## src/rtl/bcd_updown_counter_param.sv

```systemverilog
// N-digit packed-BCD up/down counter with programmable modulus, validated parallel load,
// terminal-count and wrap/load-error pulses. Define BCD_CNT_SATURATE_EN to saturate instead of wrapping.
module bcd_updown_counter_param #(
  parameter int unsigned DIGITS  = 3,
  parameter int unsigned MOD_MAX = 999
) (
  input  logic                  clk,
  input  logic                  rst,
  input  logic                  en,
  input  logic                  up_dn,
  input  logic                  load,
  input  logic [4*DIGITS-1:0]   load_val,
  output logic [4*DIGITS-1:0]   cnt,
  output logic                  tc,
  output logic                  wrap,
  output logic                  load_err
);

  localparam int unsigned W = 4 * DIGITS;

  function automatic int unsigned pow10(input int unsigned n);
    int unsigned r;
    r = 1;
    for (int unsigned i = 0; i < n; i++) r = r * 10;
    return r;
  endfunction

  function automatic logic [W-1:0] to_bcd(input int unsigned v);
    logic [W-1:0] b;
    int unsigned  t;
    b = '0;
    t = v;
    for (int unsigned i = 0; i < DIGITS; i++) begin
      b[4*i +: 4] = 4'(t % 10);
      t = t / 10;
    end
    return b;
  endfunction

  if (DIGITS < 1 || DIGITS > 8 || MOD_MAX < 1 || MOD_MAX > pow10(DIGITS) - 1) begin : g_param_err
    $error("bcd_updown_counter_param: DIGITS/MOD_MAX out of range");
  end

  localparam logic [W-1:0] MAX_BCD = to_bcd(MOD_MAX);

  logic [W-1:0] cnt_q, cnt_d;
  logic         wrap_q, wrap_d;
  logic         lerr_q, lerr_d;

  logic         at_max, at_zero;
  logic         nibbles_ok, load_ok;
  logic [W-1:0] inc_val, dec_val;
  logic         carry, borrow;

  assign at_max  = (cnt_q == MAX_BCD);
  assign at_zero = (cnt_q == '0);

  // Once every nibble is 0-9, packed BCD orders the same as its binary reading.
  always_comb begin
    nibbles_ok = 1'b1;
    for (int unsigned i = 0; i < DIGITS; i++) begin
      if (load_val[4*i +: 4] > 4'd9) nibbles_ok = 1'b0;
    end
    load_ok = nibbles_ok && (load_val <= MAX_BCD);
  end

  always_comb begin
    inc_val = cnt_q;
    dec_val = cnt_q;
    carry   = 1'b1;
    borrow  = 1'b1;
    for (int unsigned i = 0; i < DIGITS; i++) begin
      if (carry) begin
        if (inc_val[4*i +: 4] == 4'd9) begin
          inc_val[4*i +: 4] = 4'd0;
        end else begin
          inc_val[4*i +: 4] = inc_val[4*i +: 4] + 4'd1;
          carry = 1'b0;
        end
      end
      if (borrow) begin
        if (dec_val[4*i +: 4] == 4'd0) begin
          dec_val[4*i +: 4] = 4'd9;
        end else begin
          dec_val[4*i +: 4] = dec_val[4*i +: 4] - 4'd1;
          borrow = 1'b0;
        end
      end
    end
  end

  always_comb begin
    cnt_d  = cnt_q;
    wrap_d = 1'b0;
    lerr_d = 1'b0;
    if (load) begin
      if (load_ok) cnt_d = load_val;
      else         lerr_d = 1'b1;
    end else if (en) begin
      if (up_dn) begin
        if (at_max) begin
`ifdef BCD_CNT_SATURATE_EN
          cnt_d = cnt_q;
`else
          cnt_d = '0;
`endif
          wrap_d = 1'b1;
        end else begin
          cnt_d = inc_val;
        end
      end else begin
        if (at_zero) begin
`ifdef BCD_CNT_SATURATE_EN
          cnt_d = cnt_q;
`else
          cnt_d = MAX_BCD;
`endif
          wrap_d = 1'b1;
        end else begin
          cnt_d = dec_val;
        end
      end
    end
  end

  always_ff @(posedge clk) begin
    if (rst) begin
      cnt_q  <= '0;
      wrap_q <= 1'b0;
      lerr_q <= 1'b0;
    end else begin
      cnt_q  <= cnt_d;
      wrap_q <= wrap_d;
      lerr_q <= lerr_d;
    end
  end

  assign cnt      = cnt_q;
  assign wrap     = wrap_q;
  assign load_err = lerr_q;
  assign tc       = en & ((up_dn & at_max) | (~up_dn & at_zero));

endmodule

```

## config.mk

```make
export PLATFORM = sky130hd
export DESIGN_NAME = bcd_updown_counter_param
export DESIGN_NICKNAME = d
export VERILOG_FILES = /design/src/rtl/bcd_updown_counter_param.sv
export SDC_FILE = /design/constraint.sdc
export NUM_CORES = 1
export LEC_CHECK = 0
export BUFFER_PORTS_ARGS = -buffer_cell sky130_fd_sc_hd__buf_4
export CORE_MARGIN = 8
export CORE_UTILIZATION = 40
export CTS_CLUSTER_DIAMETER = 150
export DETAILED_ROUTE_END_ITERATION = 8
export PLACE_DENSITY = 0.65
export SLEW_MARGIN = 15
export SYNTH_ARGS = -nofsm -noshare
export SYNTH_HDL_FRONTEND = slang
export SYNTH_SLANG_ARGS = --single-unit
```

## constraint.sdc

```tcl
create_clock -name clk -period 1.7 [get_ports clk]
set_input_delay 0 -clock clk [delete_from_list [all_inputs] [get_ports clk]]
set_output_delay 0 -clock clk [all_outputs]
set_load 0.1 [all_outputs]
```

### Word-level counts from Yosys, hierarchy flattened

Index checks and enable logic that the tools add are counted.
Widths: inputs -> output; s select.

| word-level totals | value |
|---|---|
| bits in registers | 14 |
| input port bits | 17 |
| output and inout bits | 15 |
| logic and storage cells | 71 |

| operators by class | value |
|---|---|
| $add $sub $neg | 6 |
| magnitude comparators | 4 |
| equality and inequality tests | 7 |
| mux-type cells | 29 |
| bitwise gates (word level) | 7 |
| reduce and logical (&&, ||, !) cells | 13 |

Operators with widths:

| cell | count |
|---|---|
| $mux 12 | 6 |
| $mux 4 | 10 |
| $mux 1 | 13 |
| $add 4x1->4 const B | 3 |
| $eq 12x12->1 const B | 1 |
| $eq 4x4->1 const B | 3 |
| $gt 4x4->1 const B | 3 |
| $le 12x12->1 const B | 1 |
| $logic_not 12->1 | 1 |
| $logic_not 4->1 | 3 |
| $sub 4x1->4 const B | 3 |
| $ne 4x1->1 const B | 2 |
| $reduce_and 4->1 | 2 |
| $reduce_bool 4->1 | 2 |
| $and 1x1->1 | 3 |
| $not 1->1 | 3 |
| $reduce_or 3->1 | 1 |
| $ne 2x1->1 const B | 1 |
| $reduce_and 2->1 | 1 |
| $reduce_bool 2->1 | 1 |
| $reduce_or 2->1 | 1 |
| $logic_and 1x1->1 | 1 |
| $or 1x1->1 | 1 |

### Depth between registers and ports, before layout

Gate-level depths: netlist of the first run.

| depth | value |
|---|---|
| word-level depth | 8 |
| depth in mapped cells | 7 |
| depth with buffers taken out | 7 |

### Worst setup path before layout of the first run

No wires, ideal clock.

| timing | value |
|---|---|
| kind | reg-to-output |
| start point | reg cnt_q[0], in the netlist cnt[0] |
| end point | out tc |
| data arrival time | 3456 ps |
| data required time | 1700 ps |
| setup slack | -1756 ps |
| cell stages (with the launch flop) | 7 |
| buffers on the path | 0 |
| path through | dfxtp_1 -> ha_1 -> nand3b_1 -> nor4_1 -> a31oi_1 -> or3_1 -> nor2_1 |

| on the way | value |
|---|---|
| cells in the longest elaborated chain, start to end | 4 |
| elaborated cells between the ends (all ways) | 6 |
| classes of those cells | eq/ne (1); bitwise (4); reduce/logical (1) |

Ends and longest elaborated chain:

| item | RTL line | text |
|---|---|---|
| start: declaration | 46 | `logic [W-1:0] cnt_q, cnt_d;` |
| start signal: assignment | 132 | `cnt_q <= cnt_d;` |
| $eq 12x12->1 or $logic_not 12->1 (tied branches) | 55, 56 |  |
| $and 1x1->1 | 141 | `assign tc = en & ((up_dn & at_max) \| (~up_dn & at_zero));` |
| $or 1x1->1 * | 141 |  |
| $and 1x1->1 * | 141 |  |
| end: declaration | 14 | `output logic tc,` |

Every way passes the cells marked *; elsewhere a longest branch is shown, timed or not.

### Final worst setup path of the first run

| timing | value |
|---|---|
| start point | reg cnt_q[5], in the netlist cnt[5] |
| end point | out tc |

The elaborated chain is that of the path after synthesis.

==> impl_metrics.env, run 1 <==
export IMPL_status="finished with violations"
export IMPL_violations="setup timing"
export IMPL_routedWlPerCell_um=16.0
export IMPL_dpl_hpwl_um=3080
export IMPL_grt_remaining_overflow=0
export IMPL_rsz0062_at_grt="yes"
export IMPL_hold_depth=3
export IMPL_setup_ws_ns=-0.197
export IMPL_synth_top_family_by_area="compound AO/OA/AOI/OAI gates"
export IMPL_grt_max_degree=24
export IMPL_cts_root_buf="clkbuf_4"
export IMPL_synthAdderAreaFrac_pct=5.79
export IMPL_syn_avg_cell_area_um2=7.68
export IMPL_cp_slowest_cell="dfxtp_4"
export IMPL_clockBufferDepth=2
export IMPL_drc=0
export IMPL_p_sw_share_pct=46.3
export IMPL_synth_commonest_cells="15 x nor2_1, 14 x dfxtp_1, 13 x o21ai_0"
export IMPL_hold_viol=0
export IMPL_seq_power_share_pct=31.6
export IMPL_r2r_start="cnt[4]$_SDFFE_PP0P_"
export IMPL_finalNetCount=242
export IMPL_fin_tns_setup_ns=-0.334
export IMPL_max_slew_worst_pin_slew_ns=0.371
export IMPL_wirelength_um=4180
export IMPL_fmax_mhz=527
export IMPL_yosys_warnings=0
export IMPL_hold_end="cnt[7]$_SDFFE_PP0P_"
export IMPL_fillers=291
export IMPL_clkPwrFrac_pct=15.9
export IMPL_r2r_cells=9
export IMPL_p_leak_nw=0.750
export IMPL_synth_top_area_share_pct=21.6
export IMPL_path_buf_inv=2
export IMPL_drive_gt1_share_pct=42.2
export IMPL_power_density_nw_per_um2=688
export IMPL_yosysMostFrequentCell="nor2_1"
export IMPL_synth_area_um2=1300
export IMPL_yosys_area_share_simple_pct=25.7
export IMPL_clk_pin_slew_worst_paths_ns=0.10
export IMPL_cp_required_ns=1.70
export IMPL_r2r_slack_ns=-0.07
export IMPL_diodes=0
export IMPL_place_congestion=0.838
export IMPL_synth_largest_area_cell="dfxtp_1"
export IMPL_ys_seq_area_share_pct=21.6
export IMPL_whs_ns=0.00361
export IMPL_cts_buffers=3
export IMPL_internal_power_mw=0.698
export IMPL_clock_latency_ns=0.29
export IMPL_grt_pass1_wl_um=6730
export IMPL_port_buffers=31
export IMPL_clkSinkCount=14
export IMPL_dr_pass1_iters=5
export IMPL_ant_nets=0
export IMPL_ir_drop_uv=427
export IMPL_maxSlewHeadroom_pct=75.0
export IMPL_switchingPower_mw=0.601
export IMPL_synth_main_ff_cell="dfxtp_1"
export IMPL_detailedPlace_worstSlack_ns=-0.0508
export IMPL_crit_chain="inv_4 -> ha_4 -> nand3b_1 -> nor4_2 -> a31oi_1 -> or3_4 -> nor2_4 -> buf_12"
export IMPL_initial_core_util_pct=42.2
export IMPL_post_route_util_pct=61.3
export IMPL_setup_violations=3
export IMPL_core_area_um2=3080
export IMPL_synth_compound_area_share_pct=32.7
export IMPL_synth_edff_count=0
export IMPL_grt_use_total_pct=15.8
export IMPL_startpoint="cnt[5]$_SDFFE_PP0P_"
export IMPL_critPathArrivalTime_ns=1.90
export IMPL_dieArea_um2=5320
export IMPL_die_h_um=73.0
export IMPL_rows=20
export IMPL_viasPerCell=5.78
export IMPL_max_cap_violations=0
export IMPL_worstSetupStartpointType="register"
export IMPL_maxSlewViolCount=0
export IMPL_hp_class="input pin to register"
export IMPL_path_delay_family="simple AND/OR/NAND/NOR gates"
export IMPL_fin_crit_sh_pct=112
export IMPL_ys_top_cells_by_area="dfxtp_1 22%, ha_1 5.8%, o21ai_0 5.0%"
export IMPL_syn_nets=192
export IMPL_skew_ns=0.00470
export IMPL_postSynth_asyncResetShare_pct=0
export IMPL_yosys_cell_types_count=53
export IMPL_antenna_found_initial=0
export IMPL_grt_pass1_vias=1427
export IMPL_p_total_mw=1.30
export IMPL_critPathKind="register to output port"
export IMPL_cts_tree="done"
export IMPL_synth_xor_area_share_pct=1.35
export IMPL_synth_cells=169
export IMPL_hp_start="load_val[7]"
export IMPL_critPathMaxFanout=3
export IMPL_max_stage_delay_ns=0.37
export IMPL_drtIter0Drc=104
export IMPL_synthToLayoutAreaGrowth_pct=45.5
export IMPL_ys_seq_elements=14
export IMPL_die_w_um=73.0
export IMPL_cts_htree_levels=1
export IMPL_r2r_end="cnt[11]$_SDFFE_PP0P_"
export IMPL_io_pins=32
export IMPL_vias=1514
export IMPL_synth_mux_area_share_pct=2.31
export IMPL_min_period_ns=1.90
export IMPL_cp_end_kind="output port"
export IMPL_p_comb_share_pct=52.5
routing by layer:
metal / share of wire (%) / wire [um] / track usage (%) / vias up
met5: 0 / 0 / 0 / -
met4: 1.2 / 50 / 4.67 / 0
met3: 5.8 / 243 / 2.88 / 6
met2: 49 / 2050 / 27.7 / 57
met1: 44 / 1830 / 18.7 / 705
li1: - / - / - / 746
layout by cell type, fill, tap and decap left out, types with 4 or more instances in the layout:
cell,n
a31oi_1,5
dfxtp_4,10
inv_1,8
a211oi_1,6
buf_4,51
nand3_1,10
a21oi_1,8
o21ai_0,12
nor2_1,14
nand2_1,10
nand4_1,4
power by group through the flow:
stage / sequential (mW) / combinational (mW) / clock, mW
after global routing: 0.415 / 0.728 / 0.231
after global placement: 0.410 / 0.627 / 0
after CTS: 0.407 / 0.662 / 0.214
after detailed placement: 0.412 / 0.635 / 0
final: 0.410 / 0.682 / 0.207
after floorplan: 0.584 / 0.290 / 0
cells by family (layout without fill, tap and decap cells):
| group | after synthesis | in the layout |
|---|---|---|
| AND/OR/NAND/NOR | 61 | 61 |
| AO/OA/AOI/OAI | 59 | 59 |
| buffers and inverters | 24 | 73 |
| flip-flops | 14 | 14 |
| adder cells (fa/ha/maj) | 6 | 6 |
| multiplexers | 3 | 3 |
| XOR/XNOR | 2 | 2 |
worst max-delay path by stage:
stage / to / slack, ns / cells past startpoint
after floorplan: tc / -0.27 / 6
after global placement: tc / 0.02 / 7
after detailed placement: tc / -0.05 / 7
after CTS: tc / -0.21 / 8
after global routing: tc / -0.30 / 8
final: tc / -0.20 / 8
sequential cells by signal, summed over array words and instances (netlist names):
signal / flops
wrap: 1
cnt: 12
load_err: 1
stage by stage:
| stage | area (um^2) | instances |
|---|---|---|
| 2_1_floorplan | 1400 | 169 |
| 3_3_place_gp | 1740 | 253 |
| 3_5_place_dp | 1740 | 253 |
| 4_1_cts | 1840 | 262 |
| 5_1_grt | 1890 | 262 |
| 6_report | 1890 | 262 |
what timing repair did:
| action | 4_1_cts | 5_1_grt |
|---|---|---|
| pin swaps | 4 | 7 |
| gates resized for setup | 6 | 11 |
| hold buffers | 3 | 0 |
| setup endpoints to repair | 3 | 11 |
| endpoints found under the hold margin | 3 | 0 |
| setup buffers | 2 | 0 |
layout make-up:
type,instances,area (um^2),share of cell area [%]
clock inverter,1,3.75,0.199
tap,44,55.1,2.92
clock buffer,3,22.5,1.19
multi-input combinational,131,991,52.5
timing repair buffer,55,433,22.9
inverter,14,62.6,3.31
sequential,14,320,17.0
worst min-delay path, delay by kind of cell:
family | cells | cell delay, ns
buf+inv | 1 | 0.12
compound gates | 1 | 0.09
simple gates | 1 | 0.06
(Power assumes the default switching activity.)
==> inputs of run 2 (changes only) <==
--- a/config.mk
+++ b/config.mk
@@ -5,13 +5,14 @@
 export SDC_FILE = /design/constraint.sdc
 export NUM_CORES = 1
 export LEC_CHECK = 0
+export ABC_AREA = 1
 export BUFFER_PORTS_ARGS = -buffer_cell sky130_fd_sc_hd__buf_4
 export CORE_MARGIN = 8
 export CORE_UTILIZATION = 40
 export CTS_CLUSTER_DIAMETER = 150
+export CTS_CLUSTER_SIZE = 16
 export DETAILED_ROUTE_END_ITERATION = 8
-export PLACE_DENSITY = 0.65
-export SLEW_MARGIN = 15
+export PLACE_DENSITY = 0.66
 export SYNTH_ARGS = -nofsm -noshare
 export SYNTH_HDL_FRONTEND = slang
 export SYNTH_SLANG_ARGS = --single-unit
==> run 2 against run 1 <==
The run now ends clean; final area decreased by 11%; register-to-register slack improved by 0.26 ns; highest routed layer unchanged; via count decreased by 2.7%.
==> impl_metrics.env, run 2 <==
export IMPL_final_cell_mix="67 x nand2_1, 36 x buf_4, 35 x nor2_1"
export IMPL_path_common_cell="nand2_1"
export IMPL_p_total_mw=1.35
export IMPL_whs_ns=0.0208
export IMPL_hp_class="input pin to register"
export IMPL_hold_depth=3
export IMPL_cts_tree="done"
export IMPL_syn_nets=242
export IMPL_placed_cell_area_um2=1550
export IMPL_cp_num_cells=9
export IMPL_yosys_cell_types_count=21
export IMPL_synth_largest_area_cell="dfxtp_1"
export IMPL_syn_avg_cell_area_um2=5.68
export IMPL_yosysMostFrequentCell="nand2_1"
export IMPL_max_slew_worst_pin_slew_ns=0.412
export IMPL_antenna_found_initial=0
export IMPL_crit_chain="inv_4 -> ha_2 -> nand3_4 -> nor2_2 -> nand2_1 -> nand2_1 -> nand3_2 -> clkinvlp_4 -> buf_12"
export IMPL_finalNetCount=283
export IMPL_clockBufferDepth=2
export IMPL_yosys_warnings=0
export IMPL_cts_buffers=3
export IMPL_internal_power_mw=0.677
export IMPL_r2r_start="cnt[5]$_SDFFE_PP0P_"
export IMPL_power_density_nw_per_um2=802
export IMPL_synth_edff_count=0
export IMPL_clock_latency_ns=0.29
export IMPL_grt_remaining_overflow=0
export IMPL_diodes=0
export IMPL_critPathKind="register to output port"
export IMPL_viasPerCell=5.06
export IMPL_cts_root_buf="clkbuf_4"
export IMPL_p_sw_share_pct=49.9
export IMPL_synth_area_um2=1240
export IMPL_critPathArrivalTime_ns=1.66
export IMPL_rows=20
export IMPL_hold_viol=0
export IMPL_mostFrequentLayoutCell="nand2_1"
export IMPL_cp_required_ns=1.70
export IMPL_synth_top_area_share_pct=22.5
export IMPL_ir_drop_uv=442
export IMPL_die_h_um=71.8
export IMPL_synth_cells=219
export IMPL_clkPwrFrac_pct=14.6
export IMPL_seq_power_share_pct=31.0
export IMPL_ys_seq_elements=14
export IMPL_dieArea_um2=5150
export IMPL_switchingPower_mw=0.675
export IMPL_die_w_um=71.8
export IMPL_drive_gt1_share_pct=32.6
export IMPL_wirelength_um=3690
export IMPL_p_leak_nw=0.850
export IMPL_maxSlewViolCount=0
export IMPL_dpl_hpwl_um=2780
export IMPL_largest_reg_flops=12
export IMPL_clk_pin_slew_worst_paths_ns=0.08
export IMPL_postLayoutCellArea_um2=1690
export IMPL_path_buf_inv=3
export IMPL_cts_htree_levels=1
export IMPL_cp_slowest_cell="dfxtp_4"
export IMPL_path_delay_family="simple AND/OR/NAND/NOR gates"
export IMPL_post_route_util_pct=56.2
export IMPL_port_buffers=31
export IMPL_synth_main_ff_cell="dfxtp_1"
export IMPL_startpoint="cnt[1]$_SDFFE_PP0P_"
export IMPL_synthToLayoutAreaGrowth_pct=35.5
export IMPL_hp_start="en"
export IMPL_clkSinkCount=14
export IMPL_worstSetupStartpointType="register"
export IMPL_grt_use_total_pct=14.6
export IMPL_grt_pass1_wl_um=6180
export IMPL_instances_no_fill=291
export IMPL_place_congestion=0.857
export IMPL_ys_top_cells_by_area="dfxtp_1 23%, nand2_1 21%, nor2_1 11%"
export IMPL_fmax_mhz=604
export IMPL_detailedPlace_worstSlack_ns=0.142
export IMPL_drtIter0Drc=103
export IMPL_vias=1473
export IMPL_initial_core_util_pct=41.5
export IMPL_synth_commonest_cells="68 x nand2_1, 36 x nor2_1, 22 x nand3_1"
export IMPL_max_cap_violations=0
export IMPL_min_period_ns=1.66
export IMPL_grt_pass1_vias=1358
export IMPL_ys_seq_area_share_pct=22.5
export IMPL_fin_tns_setup_ns=0
export IMPL_routedWlPerCell_um=12.7
export IMPL_dp_cells=283
export IMPL_setup_ws_ns=0.0432
export IMPL_grt_max_degree=20
export IMPL_setup_violations=0
export IMPL_io_pins=32
export IMPL_ant_nets=0
export IMPL_critPathMaxFanout=6
export IMPL_postSynth_asyncResetShare_pct=0
export IMPL_max_stage_delay_ns=0.38
export IMPL_dr_pass1_iters=4
export IMPL_drc=0
export IMPL_fin_crit_sh_pct=97.5
export IMPL_skew_ns=0.00531
export IMPL_p_comb_share_pct=54.4
export IMPL_cp_end_kind="output port"
export IMPL_core_area_um2=3000
export IMPL_maxSlewHeadroom_pct=72.5
export IMPL_status="complete, no violations"
export IMPL_r2r_cells=9
## run 2: cell count changes after synthesis, moves of 6 or more
| cell | previous run | this run |
|---|---|---|
| a211oi_1 | 6 | 0 |
| a31oi_1 | 6 | 0 |
| inv_1 | 12 | 21 |
| nand2_1 | 10 | 68 |
| nand3_1 | 10 | 22 |
| nor2_1 | 15 | 36 |
## run 2: final timing paths
| kind | end | slack, ns |
|---|---|---|
| worst min register to register | cnt[8]$_SDFFE_PP0P_ | 0.54 |
| worst max-delay path | tc | 0.04 |
| worst max register to register | cnt[9]$_SDFFE_PP0P_ | 0.19 |
| worst min-delay path | wrap$_SDFF_PP0_ | 0.02 |
## run 2: timing repair
item	in CTS	in global routing
resized for setup	11	9
buffers inserted	0	4
hold buffers	1	0
endpoints found under the hold margin	4	0
pin swaps	3	4
setup endpoints to repair	1	1
## run 2: cells by family (layout without fill, tap and decap cells)
family | after synthesis | after routing | synth area share (%)
AO/OA/AOI/OAI | 26 | 26 | 10.9
flip-flops | 14 | 14 | 22.5
buffers and inverters | 30 | 69 | 9.65
adder cells (fa/ha/maj) | 6 | 6 | 6.03
XOR/XNOR | 3 | 3 | 2.11
AND/OR/NAND/NOR | 140 | 140 | 48.8
## run 2: area by class of cell
type	instances	area, um^2
tap	33	41.3
sequential	14	305
clock buffer	3	22.5
multi-input combinational	175	898
timing repair buffer	38	300
fill	335	1320
inverter	28	119
## run 2: worst min-delay path, delay by kind of cell
family                 cells  cell delay [ns]
AND/OR/NAND/NOR            2             0.15
buffers and inverters      1             0.12
## run 2: per-layer routing
metal | vias to the layer above | wire length (um) | track usage [%]
met2 | 40 | 1800 | 25.6
li1 | 773 | - | -
met3 | 7 | 192 | 3.07
met5 | - | 0 | 0
met4 | 0 | 54 | 4.99
met1 | 653 | 1650 | 17.0
## run 2: power by group through the flow
stage	sequential (mW)	combinational, mW	clock (mW)
after detailed placement	0.423	0.673	0
after global routing	0.427	0.801	0.211
after CTS	0.417	0.698	0.203
after floorplan	0.639	0.296	0
after global placement	0.421	0.672	0
final	0.419	0.736	0.197
==> inputs of run 3 (changes only) <==
--- a/config.mk
+++ b/config.mk
@@ -5,14 +5,13 @@
 export SDC_FILE = /design/constraint.sdc
 export NUM_CORES = 1
 export LEC_CHECK = 0
-export ABC_AREA = 1
 export BUFFER_PORTS_ARGS = -buffer_cell sky130_fd_sc_hd__buf_4
-export CORE_MARGIN = 8
+export CORE_MARGIN = 2
 export CORE_UTILIZATION = 40
 export CTS_CLUSTER_DIAMETER = 150
 export CTS_CLUSTER_SIZE = 16
 export DETAILED_ROUTE_END_ITERATION = 8
-export PLACE_DENSITY = 0.66
+export PLACE_DENSITY = 0.65
 export SYNTH_ARGS = -nofsm -noshare
 export SYNTH_HDL_FRONTEND = slang
 export SYNTH_SLANG_ARGS = --single-unit
==> run 3 against run 2 <==
The run now ends with setup timing left; combinational power down 2%; clock power up 27%; total power up 2.0%; flip-flop and latch count unchanged; cell count down 8.2%; final area up 16%; maximum frequency down 12%; non-clock buffer count up 22; critical path type unchanged; largest power group unchanged.
==> impl_metrics.env, run 3 (same netlist as run 1, synthesis figures left out) <==
export IMPL_drive_gt1_share_pct=44.4
export IMPL_wirelength_um=4110
export IMPL_vias=1530
export IMPL_io_pins=32
export IMPL_grt_pass1_vias=1347
export IMPL_critPathKind="register to output port"
export IMPL_dpl_hpwl_um=2880
export IMPL_clkSinkCount=14
export IMPL_antenna_found_initial=0
export IMPL_r2r_cells=8
export IMPL_drtIter0Drc=82
export IMPL_rsz0062_at_grt="yes"
export IMPL_instances_no_fill=267
export IMPL_mostFrequentLayoutCell="buf_4"
export IMPL_drc=0
export IMPL_diodes=0
export IMPL_final_cell_mix="55 x buf_4, 14 x nor2_1, 13 x o21ai_0"
export IMPL_ir_drop_uv=306
export IMPL_clock_latency_ns=0.28
export IMPL_die_h_um=61.0
export IMPL_hold_depth=3
export IMPL_postLayoutCellArea_um2=1960
export IMPL_clockBufferDepth=2
export IMPL_dieArea_um2=3720
export IMPL_largest_reg_flops=12
export IMPL_cp_required_ns=1.70
export IMPL_dr_wl_met2_um=2040
export IMPL_synthToLayoutAreaGrowth_pct=51.2
export IMPL_viasPerCell=5.73
export IMPL_cts_root_buf="clkbuf_4"
export IMPL_cp_end_kind="output port"
export IMPL_maxSlewViolCount=0
export IMPL_grt_max_degree=23
export IMPL_status="finished with violations"
export IMPL_cts_tree="done"
export IMPL_fillers=287
export IMPL_detailedPlace_worstSlack_ns=-0.0291
export IMPL_die_w_um=61.0
export IMPL_violations="setup timing"
export IMPL_fmax_mhz=532
export IMPL_drt_met1_wl_um=1830
export IMPL_setup_ws_ns=-0.178
export IMPL_grt_remaining_overflow=0
export IMPL_fin_crit_sh_pct=110
export IMPL_hp_class="input pin to register"
export IMPL_port_buffers=31
export IMPL_core_area_um2=3080
export IMPL_dr_pass1_iters=4
export IMPL_clk_pin_slew_worst_paths_ns=0.10
export IMPL_dp_cells=252
export IMPL_p_leak_nw=0.778
export IMPL_rows=20
export IMPL_routedWlPerCell_um=15.4
export IMPL_grt_pass1_wl_um=6420
export IMPL_cts_buffers=3
export IMPL_critPathArrivalTime_ns=1.88
export IMPL_power_density_nw_per_um2=703
export IMPL_finalNetCount=247
export IMPL_max_cap_violations=0
export IMPL_setup_violations=1
export IMPL_grt_use_total_pct=23.1
export IMPL_worstSetupStartpointType="register"
export IMPL_critPathMaxFanout=4
export IMPL_placed_cell_area_um2=1740
export IMPL_place_congestion=0.852
export IMPL_max_slew_worst_pin_slew_ns=0.364
export IMPL_ant_nets=0
export IMPL_cts_htree_levels=1
export IMPL_skew_ns=0.00366
export IMPL_min_period_ns=1.88
export IMPL_hold_viol=0
export IMPL_initial_core_util_pct=42.2
export IMPL_maxSlewHeadroom_pct=75.5
export IMPL_dr_max_layer_used="met4"
export IMPL_met3_length_um=205
## run 3: layout make-up
cell class                 instances  area (um^2)  area share, %
timing repair buffer              60          474           24.2
multi-input combinational        131         1020           51.9
tap                               44         55.1           2.81
sequential                        14          320           16.3
inverter                          14         57.6           2.93
clock buffer                       4         36.3           1.85
## run 3: power by group
| group | total [mW] | switching (mW) | internal [mW] | leakage (nW) |
|---|---|---|---|---|
| logic | 0.721 | 0.440 | 0.281 | 0.634 |
| clock network | 0.251 | 0.120 | 0.130 | 0.0210 |
| registers | 0.408 | 0.0534 | 0.355 | 0.123 |
| total | 1.38 | 0.614 | 0.766 | 0.778 |
## run 3: final timing paths
check,from,to,slack [ns]
worst max-delay path,cnt[1]$_SDFFE_PP0P_,tc,-0.18
worst min-delay path,load_val[7],cnt[7]$_SDFFE_PP0P_,0.02
worst max register to register,cnt[0]$_SDFFE_PP0P_,cnt[7]$_SDFFE_PP0P_,0.02
worst min register to register,cnt[1]$_SDFFE_PP0P_,cnt[1]$_SDFFE_PP0P_,0.53
## run 3: stage by stage
step           TNS, ns  hold slack [ns]  utilization [%]  total power, mW
2_1_floorplan   -0.404           0.0911                -            0.874
3_3_place_gp         0            0.292             56.4             1.03
3_5_place_dp   -0.0291            0.284             56.4             1.05
4_1_cts         -0.225           0.0121             61.6             1.35
5_1_grt         -0.499           0.0252             63.7             1.46
6_report        -0.178           0.0162             63.7             1.38
## run 3: metal layers
| layer | global-route usage (%) | up-vias |
|---|---|---|
| met2 | 37.0 | 43 |
| met3 | 2.77 | 4 |
| met4 | 7.14 | 0 |
| met5 | 0 | - |
| li1 | - | 756 |
| met1 | 32.3 | 727 |
## run 3: what timing repair did
| item | CTS | global route |
|---|---|---|
| setup buffers | 6 | 3 |
| cloned | 0 | 0 |
| endpoints found under the setup margin | 5 | 10 |
| resized for setup | 9 | 9 |
| pin swaps | 6 | 8 |
| endpoints found under the hold margin | 3 | 0 |
| hold buffers | 3 | 0 |
## run 3: worst max-delay path, stage by stage, from the launching register on
cell      delay [ns]
dfxtp_4         0.36
inv_4           0.07
ha_4            0.12
nand3b_1        0.11
nor4_2          0.23
a31oi_1         0.06
or3_4           0.35
nor2_4          0.11
buf_12          0.18
